===== config.mk =====
export PLATFORM = sky130hd
export DESIGN_NAME = cache_bus_arbiter
export DESIGN_NICKNAME = d
export VERILOG_FILES = /design/src/rtl/bus_pkg.sv /design/src/rtl/cache_bus_arbiter.sv
export SDC_FILE = /design/constraint.sdc
export NUM_CORES = 1
export LEC_CHECK = 0
export CAP_MARGIN = 10
export CORE_MARGIN = 3
export CORE_UTILIZATION = 39
export DETAILED_ROUTE_END_ITERATION = 10
export GPL_TIMING_DRIVEN = 1
export PLACE_DENSITY_LB_ADDON = 0.15
export SYNTH_ARGS = -nofsm -noshare
export SYNTH_HDL_FRONTEND = slang
export SYNTH_SLANG_ARGS = --single-unit
export TNS_END_PERCENT = 20

===== constraint.sdc =====
create_clock -name clk -period 1.7 [get_ports clk]
set_input_delay 0.255 -clock clk [delete_from_list [all_inputs] [get_ports clk]]
set_output_delay 0.255 -clock clk [all_outputs]
set_load 0.01 [all_outputs]

===== src/rtl/bus_pkg.sv =====
// Shared types for the cache bus arbiter: FSM states, bus owner encoding
// and default address/data widths.
package bus_pkg;

    localparam int ADDR_W_DEF = 32;
    localparam int DATA_W_DEF = 32;

    typedef enum logic [1:0] {
        ST_IDLE = 2'd0,
        ST_ADDR = 2'd1,
        ST_DATA = 2'd2
    } state_t;

    typedef enum logic {
        OWN_I = 1'b0,
        OWN_D = 1'b1
    } owner_t;

endpackage


===== src/rtl/cache_bus_arbiter.sv =====
// Arbitrates I-cache refill and D-cache refill/write-back onto one SRAM-like
// master port, one outstanding transaction at a time, round-robin on conflict.
module cache_bus_arbiter
    import bus_pkg::*;
#(
    parameter int ADDR_W = ADDR_W_DEF,
    parameter int DATA_W = DATA_W_DEF
) (
    input  logic                clk,
    input  logic                rst,

    input  logic                i_req,
    input  logic [ADDR_W-1:0]   i_addr,
    output logic [DATA_W-1:0]   i_rdata,
    output logic                i_done,
    output logic                i_busy,

    input  logic                d_req,
    input  logic                d_wr,
    input  logic [ADDR_W-1:0]   d_addr,
    input  logic [DATA_W-1:0]   d_wdata,
    input  logic [DATA_W/8-1:0] d_wstrb,
    output logic [DATA_W-1:0]   d_rdata,
    output logic                d_done,
    output logic                d_busy,

    output logic                m_req,
    output logic                m_wr,
    output logic [ADDR_W-1:0]   m_addr,
    output logic [DATA_W-1:0]   m_wdata,
    output logic [DATA_W/8-1:0] m_wstrb,
    input  logic                m_addr_ok,
    input  logic                m_data_ok,
    input  logic [DATA_W-1:0]   m_rdata,

    output logic [1:0]          dbg_state_o
);

    localparam int STRB_W = DATA_W / 8;

    // Handshake: a requester holds *_req (and its payload) until it sees the
    // one-cycle *_done pulse and must drop *_req in that same cycle. On the
    // master side the address is transferred in the cycle m_req && m_addr_ok,
    // and the transaction ends in the first cycle m_data_ok is seen in DATA.

    state_t              state_q, state_d;
    owner_t              owner_q;
    owner_t              last_grant_q;
    owner_t              grant;
    logic                any_req;

    logic                m_wr_q;
    logic [ADDR_W-1:0]   m_addr_q;
    logic [DATA_W-1:0]   m_wdata_q;
    logic [STRB_W-1:0]   m_wstrb_q;
    logic                i_done_q, d_done_q;
    logic [DATA_W-1:0]   i_rdata_q, d_rdata_q;

    assign any_req = i_req | d_req;

    // On conflict the port not served last wins; otherwise whoever asks.
    always_comb begin
        grant = OWN_I;
        if (i_req && d_req) begin
            grant = (last_grant_q == OWN_I) ? OWN_D : OWN_I;
        end else if (d_req) begin
            grant = OWN_D;
        end
    end

    always_ff @(posedge clk) begin
        if (rst) begin
            state_q <= ST_IDLE;
        end else begin
            state_q <= state_d;
        end
    end

    always_comb begin
        state_d = state_q;
        case (state_q)
            ST_IDLE: if (any_req)   state_d = ST_ADDR;
            ST_ADDR: if (m_addr_ok) state_d = ST_DATA;
            ST_DATA: if (m_data_ok) state_d = ST_IDLE;
            default:                state_d = ST_IDLE;
        endcase
    end

    always_comb begin
        m_req       = (state_q == ST_ADDR);
        i_busy      = i_req | ((owner_q == OWN_I) && (state_q != ST_IDLE));
        d_busy      = d_req | ((owner_q == OWN_D) && (state_q != ST_IDLE));
        dbg_state_o = state_q;
    end

    always_ff @(posedge clk) begin
        if (rst) begin
            owner_q      <= OWN_I;
            last_grant_q <= OWN_I;
            m_wr_q       <= 1'b0;
            m_addr_q     <= '0;
            m_wdata_q    <= '0;
            m_wstrb_q    <= '0;
            i_done_q     <= 1'b0;
            d_done_q     <= 1'b0;
            i_rdata_q    <= '0;
            d_rdata_q    <= '0;
        end else begin
            i_done_q <= 1'b0;
            d_done_q <= 1'b0;
            if (state_q == ST_IDLE && any_req) begin
                owner_q <= grant;
                if (grant == OWN_D) begin
                    m_wr_q    <= d_wr;
                    m_addr_q  <= d_addr;
                    m_wdata_q <= d_wdata;
                    m_wstrb_q <= d_wstrb;
                end else begin
                    m_wr_q    <= 1'b0;
                    m_addr_q  <= i_addr;
                    m_wdata_q <= '0;
                    m_wstrb_q <= '0;
                end
            end
            if (state_q == ST_DATA && m_data_ok) begin
                last_grant_q <= owner_q;
                if (owner_q == OWN_I) begin
                    i_done_q  <= 1'b1;
                    i_rdata_q <= m_rdata;
                end else begin
                    d_done_q  <= 1'b1;
                    d_rdata_q <= m_rdata;
                end
            end
        end
    end

    assign m_wr    = m_wr_q;
    assign m_addr  = m_addr_q;
    assign m_wdata = m_wdata_q;
    assign m_wstrb = m_wstrb_q;
    assign i_done  = i_done_q;
    assign d_done  = d_done_q;
    assign i_rdata = i_rdata_q;
    assign d_rdata = d_rdata_q;

    // A slave must never return data in the address-accept cycle.
    a_no_addr_and_data_together: assert property (
        @(posedge clk) disable iff (rst)
        !(state_q == ST_ADDR && m_addr_ok && m_data_ok)
    );

endmodule


==> flow_summary.ini, run 1 <==
[finish]
drive_gt1_share_pct = 10.3
stdcell_count = 1033
area_growth_pct = 71.6
final_common_cell = clkdlybuf4s50_1
finish.instance_area_sq_um = 8730
fin_nets = 987
final_cell_mix = 274 x clkdlybuf4s50_1, 194 x nand2_1, 137 x dfxtp_1
diodes = 0

[drt]
vias_per_cell = 5.09
vias = 5263
drt_iter0_drc = 327
detail_route.wirelength_mm = 17.2
first_pass_iters = 5
antenna_left = 0
wl_per_cell_um = 16.6
drcViolationCount = 0

[timing]
setup_violations = 0
fin_crit_sh_pct = 95.5
fin_ws_ns = 0.0771
skew_ns = 0.00559
report.final.slew_viol_count = 0
finalHoldViolCount = 0
relSlewSlack_pct = 80.6
rsz0062_at_grt = false
fmax_ghz = 0.616
worst_slew_pin_slew_ns = 0.291
fin_crit_ns = 1.62
tns_ns = 0

[worst_setup_path]
critPathMaxStageDelay_ns = 0.57
crit_path_max_fanout = 6
cpMaxStageDelayCell = clkdlybuf4s50_1
cp-start-kind = flop
timing.critical_path.buf_inv = 1
worst_setup_path_end_kind = primary output
path_cells = clkdlybuf4s50_1
cp.required_ns = 1.44
arrival_ns = 1.37
crit_type = flop to primary output
crit_family = buffers and inverters

[synth]
async_reset_ff_share_pct = 0
yosysUniqueCellTypes = 30
syn_inst = 577
synth_edf_count = 0
synth-seq-cells = 139
synth_area_sq_um = 5080
syn-num-nets = 716
syn_area_per_cell_sq_um = 8.81
ys_seq_area_share_pct = 54.7
ys_warn_count = 0
synth_ff_type = dfxtp_1

[grt]
gr-usage-all-layers_pct = 23.1
grt_max_degree = 61
grt_overflow = 0
grt_pass1_vias = 5101
antenna_found_initial = 0
grt_pass1_wl_mm = 26.2

[power]
power_frac_clock_pct = 43.0
p_leak_nw = 3.18
switchingPower_mw = 1.99
p_sw_share_pct = 23.2
p_per_area_nw_per_um2 = 987
finalPower_mw = 8.61
p_seq_share_pct = 41.1
peakVddDrop_uv = 648
internal-power_mw = 6.62
pwr-share-comb_pct = 15.9

[floorplan]
start_util_pct = 40.1
dieWidth_um = 120
die_y_um = 120
coreArea_sq_um = 12700
ioPinCount = 279
dieArea_sq_um = 14400
num_rows = 41

[clock_network]
clockBufferDepth = 2
cts_buffers = 17
clkSinkCount = 139
clk_pin_slew_ns = 0.06
cts_tree = yes
cts_max_level = 4
cts_root_buf = clkbuf_16
clock_latency_ns = 0.41

[placement]
placedCellCount = 1001
dp_hpwl_mm = 12.4
post-place-ws_ns = -0.0569
port_buffers = 278
globalplace.congestion = 0.778
place_area_sq_um = 8140

[hold_path]
hold_path.class = primary input to flop

[outcome]
status = finished, final reports clean

[flow_run]
drv_cap = 0
==> power by group through the flow <==
stage          Clock [mW]  Combinational, mW  Sequential, mW
2_1_floorplan           0              0.448            3.67
3_3_place_gp            0               1.35            3.60
3_5_place_dp            0               1.38            3.60
4_1_cts              3.78               1.38            3.54
5_1_grt              3.90               1.46            3.56
6_report             3.70               1.37            3.54
==> per-layer routing <==
layer | wire [um] | GRT usage, % | vias to the layer above | part of all wire, %
met2 | 8860 | 40.7 | 212 | 52
met3 | 1300 | 7.16 | 31 | 7.6
met4 | 429 | 10.4 | 0 | 2.5
li1 | - | - | 2534 | -
met1 | 6590 | 25.5 | 2486 | 38
met5 | 0 | 0 | - | 0
==> cells by family after synthesis <==
group / count (synthesis) / synth area share [%]
compound gates: 175 / 23.4
buf+inv: 51 / 5.12
flops: 139 / 54.7
simple gates: 212 / 16.8
==> synth_stat cells (3+ instances only) <==
master    number  share of area [%]
buf_6          4               0.89
buf_4          3               0.44
buf_2         22                2.2
clkbuf_1      21                1.6
a311oi_1      32                5.5
dfxtp_1      139                 55
a22o_2        25                4.9
nor2_1         7               0.52
nand2_1      194                 14
a22o_1        12                2.1
a21oi_1       99                9.7
==> registers in the layout (all words and copies together), names as in the netlist <==
signal	flops
last_grant_q	1
d_done	1
i_done	1
m_wdata	32
m_wstrb	4
m_wr	1
d_rdata	32
m_addr	32
owner_q	1
i_rdata	32
dbg_state_o	2
==> metrics by stage <==
stage | hold WS, ns | utilization (%)
after global placement | 0.442 | 64.2
after floorplan | 0.388 | -
after CTS | 0.179 | 68.9
final | 0.193 | 68.9
after detailed placement | 0.446 | 64.2
after global routing | 0.190 | 68.9
==> area by class of cell <==
class	count	area (sq um)
clock inverters	7	114
well taps	172	215
fillers	1034	3950
multi-input cells	387	2060
flip-flops and latches	139	2790
clock buffers	25	475
repair buffers	303	3070
==> path summary, 6_finish.rpt <==
path	startpoint	end	slack, ns	cells after the start
max	dbg_state_o[1]	dbg_state_o[1]	0.08	1
min	rst	m_addr[11]	0.19	2
max reg2reg	dbg_state_o[1]	m_addr[5]	0.20	5
min reg2reg	i_rdata[25]	i_rdata[25]	0.45	2
==> what timing repair did <==
item / in CTS / in global routing
setup endpoints to repair: 4 / 1
hold buffers: 0 / 0
setup buffers: 0 / 0
pin swaps: 0 / 0
resized for setup: 6 / 3
(Power assumes the default switching activity.)
==> inputs of run 2 (changes only) <==
Settings changed: CTS_CLUSTER_DIAMETER from default to 30.
==> results of run 2 <==
No change in the layout: final DEF, timing and power equal those of run 1.
